## src/rtl/lcd_link_pkg.sv

```systemverilog
// Shared definitions for the serial LCD text link: escape byte, default
// substitution character and the sender's state encoding.
package lcd_link_pkg;

  localparam logic [7:0] ESC_BYTE         = 8'h00;
  localparam logic [7:0] DEFAULT_SUB_CHAR = 8'h20;

  typedef enum logic [1:0] {
    IDLE,
    ESC,
    BYTE,
    GAP
  } lcd_state_t;

endpackage

```

## src/rtl/lcd_serial_sender_if.sv

```systemverilog
// Request channel into the LCD serial sender: a character or instruction byte
// offered under a valid/ready handshake.
interface lcd_serial_sender_if;

  logic       in_valid;
  logic       in_ready;
  logic       in_is_cmd;
  logic [7:0] in_data;

  modport master (output in_valid, output in_is_cmd, output in_data, input in_ready);
  modport slave  (input in_valid, input in_is_cmd, input in_data, output in_ready);

endinterface

```

## src/rtl/lcd_serial_sender_uart_tx_frame.sv

```systemverilog
// One 8N1 UART frame, LSB first. A start request on the final stop-bit clock
// chains the next frame with no idle bit in between.
module uart_tx_frame #(
  parameter int unsigned CLKS_PER_BIT = 217
) (
  input  logic       clk,
  input  logic       resetn,
  input  logic       start,
  input  logic [7:0] data,
  output logic       TxD,
  output logic       done
);

  localparam int unsigned      CNT_W    = (CLKS_PER_BIT > 1) ? $clog2(CLKS_PER_BIT) : 1;
  localparam logic [CNT_W-1:0] LAST_CNT = CNT_W'(CLKS_PER_BIT - 1);

  logic [CNT_W-1:0] clk_cnt;
  logic [3:0]       bit_idx;
  logic [7:0]       shreg;
  logic             active;

  // bit_idx 0 = start, 1..8 = data bits, 9 = stop
  assign done = active && (bit_idx == 4'd9) && (clk_cnt == LAST_CNT);

  always_ff @(posedge clk or negedge resetn) begin
    if (!resetn) begin
      TxD     <= 1'b1;
      clk_cnt <= '0;
      bit_idx <= '0;
      shreg   <= '0;
      active  <= 1'b0;
    end else if (start) begin
      TxD     <= 1'b0;
      clk_cnt <= '0;
      bit_idx <= '0;
      shreg   <= data;
      active  <= 1'b1;
    end else if (active) begin
      if (clk_cnt == LAST_CNT) begin
        clk_cnt <= '0;
        if (bit_idx == 4'd9) begin
          active <= 1'b0;
          TxD    <= 1'b1;
        end else begin
          bit_idx <= bit_idx + 4'd1;
          TxD     <= (bit_idx == 4'd8) ? 1'b1 : shreg[bit_idx[2:0]];
        end
      end else begin
        clk_cnt <= clk_cnt + CNT_W'(1);
      end
    end
  end

endmodule

```

## src/rtl/lcd_serial_sender.sv

```systemverilog
// Host-side sender for the serial LCD link: accepts character/instruction
// requests, frames them as UART bytes and enforces a settle gap afterwards.
module lcd_serial_sender
  import lcd_link_pkg::*;
#(
  parameter int unsigned CLKS_PER_BIT  = 217,
  parameter int unsigned DATA_GAP_CLKS = 1250,
  parameter int unsigned CMD_GAP_CLKS  = 50000,
  parameter logic [7:0]  SUB_CHAR      = DEFAULT_SUB_CHAR
) (
  input  logic                clk,
  input  logic                resetn,
  lcd_serial_sender_if.slave  in_if,
  output logic                TxD,
  output logic                busy,
  output logic                sub_flag
);

  localparam int unsigned GAP_MAX = (CMD_GAP_CLKS > DATA_GAP_CLKS) ? CMD_GAP_CLKS : DATA_GAP_CLKS;
  localparam int unsigned GAP_W   = $clog2(GAP_MAX + 1);

  lcd_state_t       state, state_nx;
  logic             cmd_q;
  logic [7:0]       byte_q;
  logic [GAP_W-1:0] gap_cnt;
  logic [GAP_W-1:0] gap_load;
  logic             accept;
  logic             frame_start;
  logic             frame_done;
  logic [7:0]       frame_data;
  logic [7:0]       req_byte;
  logic             req_sub;

  assign in_if.in_ready = (state == IDLE) && resetn;
  assign accept         = in_if.in_valid && in_if.in_ready;
  assign busy           = (state != IDLE);
  // 0x00 is the link escape, so it can never travel as a character
  assign req_sub        = !in_if.in_is_cmd && (in_if.in_data == ESC_BYTE);
  assign req_byte       = req_sub ? SUB_CHAR : in_if.in_data;
  assign gap_load       = cmd_q ? GAP_W'(CMD_GAP_CLKS) : GAP_W'(DATA_GAP_CLKS);

  always_ff @(posedge clk or negedge resetn) begin
    if (!resetn) state <= IDLE;
    else         state <= state_nx;
  end

  // Frame start is issued on the accept edge itself so the start bit is
  // registered onto TxD the very next cycle.
  always_comb begin
    state_nx    = state;
    frame_start = 1'b0;
    frame_data  = byte_q;
    case (state)
      IDLE: begin
        if (accept) begin
          frame_start = 1'b1;
          if (in_if.in_is_cmd) begin
            state_nx   = ESC;
            frame_data = ESC_BYTE;
          end else begin
            state_nx   = BYTE;
            frame_data = req_byte;
          end
        end
      end
      ESC: begin
        if (frame_done) begin
          frame_start = 1'b1;
          state_nx    = BYTE;
        end
      end
      BYTE: begin
        if (frame_done) state_nx = (gap_load == '0) ? IDLE : GAP;
      end
      GAP: begin
        if (gap_cnt <= GAP_W'(1)) state_nx = IDLE;
      end
      default: state_nx = IDLE;
    endcase
  end

  always_ff @(posedge clk or negedge resetn) begin
    if (!resetn) begin
      cmd_q    <= 1'b0;
      byte_q   <= '0;
      gap_cnt  <= '0;
      sub_flag <= 1'b0;
    end else begin
      sub_flag <= accept && req_sub;
      if (accept) begin
        cmd_q  <= in_if.in_is_cmd;
        byte_q <= req_byte;
      end
      if (state == BYTE && frame_done) gap_cnt <= gap_load;
      else if (state == GAP)           gap_cnt <= gap_cnt - GAP_W'(1);
    end
  end

  uart_tx_frame #(
    .CLKS_PER_BIT (CLKS_PER_BIT)
  ) u_frame (
    .clk    (clk),
    .resetn (resetn),
    .start  (frame_start),
    .data   (frame_data),
    .TxD    (TxD),
    .done   (frame_done)
  );

endmodule

```

## src/flat_wrapper.sv

```systemverilog
// flat-port wrapper written by rule: the top's interface ports become plain ports
module lcd_serial_sender_flat import lcd_link_pkg::*;
#(
  parameter int unsigned CLKS_PER_BIT  = 217,
  parameter int unsigned DATA_GAP_CLKS = 1250,
  parameter int unsigned CMD_GAP_CLKS  = 50000,
  parameter logic [7:0]  SUB_CHAR      = DEFAULT_SUB_CHAR
)
  (clk, resetn, TxD, busy, sub_flag, in_if_in_valid, in_if_in_is_cmd, in_if_in_data, in_if_in_ready);
  lcd_serial_sender_if in_if_i ();
  input  logic clk;
  input  logic resetn;
  output logic TxD;
  output logic busy;
  output logic sub_flag;
  input wire logic [$bits(in_if_i.in_valid)-1:0] in_if_in_valid;
  input wire logic [$bits(in_if_i.in_is_cmd)-1:0] in_if_in_is_cmd;
  input wire logic [$bits(in_if_i.in_data)-1:0] in_if_in_data;
  output wire logic [$bits(in_if_i.in_ready)-1:0] in_if_in_ready;
  assign in_if_i.in_valid = in_if_in_valid;
  assign in_if_i.in_is_cmd = in_if_in_is_cmd;
  assign in_if_i.in_data = in_if_in_data;
  assign in_if_in_ready = in_if_i.in_ready;
  lcd_serial_sender #(.CLKS_PER_BIT(CLKS_PER_BIT), .DATA_GAP_CLKS(DATA_GAP_CLKS), .CMD_GAP_CLKS(CMD_GAP_CLKS), .SUB_CHAR(SUB_CHAR)) u_core (.clk(clk), .resetn(resetn), .in_if(in_if_i), .TxD(TxD), .busy(busy), .sub_flag(sub_flag));
endmodule
```

## config.mk

```make
export PLATFORM = sky130hd
export DESIGN_NAME = lcd_serial_sender_flat
export DESIGN_NICKNAME = d
export VERILOG_FILES = /design/src/rtl/lcd_link_pkg.sv /design/src/rtl/lcd_serial_sender_if.sv /design/src/rtl/lcd_serial_sender_uart_tx_frame.sv /design/src/rtl/lcd_serial_sender.sv /design/src/flat_wrapper.sv
export SDC_FILE = /design/constraint.sdc
export NUM_CORES = 1
export LEC_CHECK = 0
export BUFFER_PORTS_ARGS = -buffer_cell sky130_fd_sc_hd__clkbuf_2
export CAP_MARGIN = 10
export CORE_AREA = 8 8 86 65
export DETAILED_ROUTE_END_ITERATION = 12
export DIE_AREA = 0 0 94 73
export GPL_TIMING_DRIVEN = 0
export PLACE_DENSITY = 0.85
export REMOVE_ABC_BUFFERS = 1
export SLEW_MARGIN = 10
export SYNTH_ARGS = -nofsm -noshare
export SYNTH_HDL_FRONTEND = slang
export SYNTH_SLANG_ARGS = --single-unit
```

## constraint.sdc

```tcl
create_clock -name clk -period 3.8 [get_ports clk]
set_input_delay 0.19 -clock clk [delete_from_list [all_inputs] [get_ports clk]]
set_output_delay 0.19 -clock clk [all_outputs]
set_load 0.01 [all_outputs]
```

==> impl_metrics.json <==
{
  "initial_utilization": 0.627,
  "p_comb_frac": 0.345,
  "gr-total-overflow": 0,
  "via_per_inst": 5.82,
  "fin_skew_ps": 10.8,
  "finalCritPeriodShare": 0.759,
  "drt-initial-drc-count": 159,
  "synth_area_um2": 2640,
  "port_buffers": 15,
  "power.switching_uw": 788,
  "worstRegToRegCells": 7,
  "path_class": "in2reg",
  "p_sw_frac": 0.379,
  "clk_pin_slew_ps": 100,
  "rrSetupSlack_ps": 1210,
  "fmax_mhz": 347,
  "cts_buffers": 5,
  "grt_pass1_vias": 1906,
  "die_h_um": 73,
  "path_cells": "dlygate4sd3_1 > clkbuf_4 > nand3_1 > a211oi_1 > nand3_1 > xor2_1 > nor2_1",
  "grt_max_degree": 54,
  "drv_cap": 0,
  "wl_per_cell_um": 15.0,
  "holdCritPathClass": "in2reg",
  "holdPathEnd": "u_core.byte_q[2]",
  "p_clk_frac": 0.188,
  "drc": 0,
  "crit_path_end_kind": "register",
  "area.growth.synth_to_final_pct": 9.73,
  "dr.pass1.iters": 4,
  "antenna_found_initial": 0,
  "dp_hpwl_mm": 3.69,
  "hold_depth": 3,
  "finalSetupViolCount": 0,
  "r2r-end": "u_core.u_frame.clk_cnt[7]",
  "cts_setup_buffers": 0,
  "crit_slowest_cell": "nand3_1",
  "worstSetupStartpointType": "input port",
  "tightest_slew_ps": 797,
  "crit_buf_inv": 2,
  "design.die.area_um2": 6860,
  "place_congestion": 0.840,
  "fp.dieW_um": 94,
  "p_seq_frac": 0.467,
  "num_vias": 2048,
  "yosysSeqAreaShare": 0.475,
  "ctsRootBufferMaster": "clkbuf_8",
  "r2r_start": "u_core.state[0]",
  "row_count": 20,
  "netlist.area_leader.share": 0.465,
  "layout.nets": 319,
  "diodes": 0,
  "io_pins": 16,
  "critPathRequiredTime_ps": 3990,
  "crit_arrival_ps": 3070,
  "synth_area_leaders": "dfrtp_1, nand2_1, ha_1",
  "ys_warn_count": 0,
  "hold_start": "in_if_in_data[2]",
  "power_density_nw_per_um2": 719,
  "crit_family": "buffers and inverters",
  "status": "finished, final reports clean",
  "synth_cell_types": 45,
  "fin_tns_setup_ps": 0,
  "crit_path_frequent_cell": "nand3_1",
  "drv_slew": 0,
  "track_usage": 0.165,
  "async_flop_share": 1.00,
  "drt_wl_total_mm": 5.26,
  "avgSynthCellArea_um2": 9.42,
  "clock_sinks": 50,
  "ys.flop_type": "dfrtp_1",
  "ys_ff_latch": 50,
  "crit_path_max_incr_delay_ps": 760,
  "intPower_mw": 1.29,
  "hold_violations": 0,
  "crit_fanout": 53,
  "rsz0062_at_grt": "no",
  "ir_worst_vdd_uv": 458,
  "p_leak_nw": 1.36,
  "yosysTopAreaCell": "dfrtp_1",
  "fin_crit_ps": 2880,
  "synth-edff-count": 0,
  "grt_pass1_wl_mm": 9.14,
  "syn_inst": 280,
  "fin_cells": 352,
  "cts_tree": "done",
  "h-tree-depth": 2,
  "drive_above_1_share": 0.111,
  "cts_buffer_depth": 2,
  "ant_nets": 0,
  "insertion_delay_ps": 310,
  "dp_cells": 343,
  "slew_headroom": 0.467,
  "core_um2": 4200,
  "hold_ws_ps": 100
}
==> worst reg2reg max path: stages (launching register included) <==
cell and delay (ps):
dfrtp_1 420, inv_1 120, ha_1 300, nand3_1 610, a211oi_1 650, nand3_1 160
xor2_1 150, nor2_1 50
==> kinds of logic after synthesis <==
group,count (synthesis),share of synthesized area
DFF,50,0.475
adders and majority gates,11,0.0522
buffers and inverters,20,0.0289
AOI/OAI and AO/OA,43,0.0973
xor gates and xnor gates,19,0.0631
and+or+nand+nor,127,0.235
muxes,10,0.0479
==> power by group through the flow <==
stage / clock network [mW] / registers [mW] / logic, mW
3_5_place_dp: 0 / 0.977 / 0.711
6_report: 0.391 / 0.971 / 0.717
4_1_cts: 0.395 / 0.967 / 0.717
5_1_grt: 0.419 / 1.00 / 0.815
3_3_place_gp: 0 / 0.961 / 0.672
2_1_floorplan: 0 / 0.922 / 0.559
==> cell usage after synthesis, types with 4 or more instances <==
library cell	number
nand2_1	51
dfrtp_1	49
nor2_1	28
a21oi_1	17
inv_1	12
ha_1	11
nor3_1	11
nand3_1	10
o21ai_0	10
xnor2_1	10
xor2_1	9
clkbuf_1	7
mux2i_1	7
nor4_1	5
nand3b_1	4
==> layout by cell type, fill, tap and decap left out, drive strengths merged, types with 2 or more instances in the layout <==
cell,instances
nand2,51
dfrtp,49
nor2,28
clkbuf,20
a21oi,18
inv,13
o21ai,12
nor3,11
ha,11
nand3,10
xnor2,10
xor2,9
mux2i,7
nor4,6
nand3b,4
and2,3
nand4b,2
o211ai,2
or4,2
a21o,2
and3,2
mux4,2
a31oi,2
or3,2
==> sequential cells by signal, indices dropped and copies added, names as in the netlist <==
signal and flops:
u_core.state 2, u_core.u_frame.bit_idx 4, u_core.u_frame.TxD 1, u_core.u_frame.clk_cnt 8, u_core.u_frame.shreg 8, u_core.u_frame.active 1, u_core.gap_cnt 16, u_core.byte_q 8
u_core.cmd_q 1, u_core.sub_flag 1
==> final cells by class <==
cell class	count	area [um^2]
clock inverter	3	48.8
multi-input combinational	210	1310
tap	55	68.8
sequential	50	1250
clock buffer	5	68.8
inverter	12	45.0
timing repair buffer	17	98.8
fill	335	1310
==> metrics by stage <==
stage          power [mW]  cell area, um^2  utilization  setup WS [ps]
2_1_floorplan        1.48             2610            -           1700
3_3_place_gp         1.63             2750        0.654            609
3_5_place_dp         1.69             2770        0.658           1150
4_1_cts              2.08             2890        0.688            908
5_1_grt              2.24             2890        0.688            608
6_report             2.08             2890        0.688            918
==> worst max-delay path by stage <==
stage | startpoint | end | slack, ps | depth (start not counted)
2_1_floorplan | u_core.state[0] | u_core.u_frame.clk_cnt[4] | 1700 | 7
3_3_place_gp | resetn | u_core.u_frame.clk_cnt[7] | 610 | 6
3_5_place_dp | resetn | u_core.u_frame.clk_cnt[7] | 1150 | 6
4_1_cts | resetn | u_core.u_frame.clk_cnt[7] | 910 | 7
5_1_grt | resetn | u_core.u_frame.clk_cnt[5] | 610 | 7
6_report | resetn | u_core.u_frame.clk_cnt[7] | 920 | 7
==> layer usage <==
metal | part of all wire | vias to the layer above | GRT usage
met5 | 0 | - | 0
li1 | - | 999 | -
met1 | 0.50 | 974 | 0.241
met3 | 0.054 | 9 | 0.0421
met4 | 0.011 | 0 | 0.0613
met2 | 0.44 | 66 | 0.226
==> what timing repair did <==
item,CTS,global route
gates resized for setup,0,0
hold buffers,1,0
hold endpoints to repair,49,0
Power figures use the tool's default switching activity.
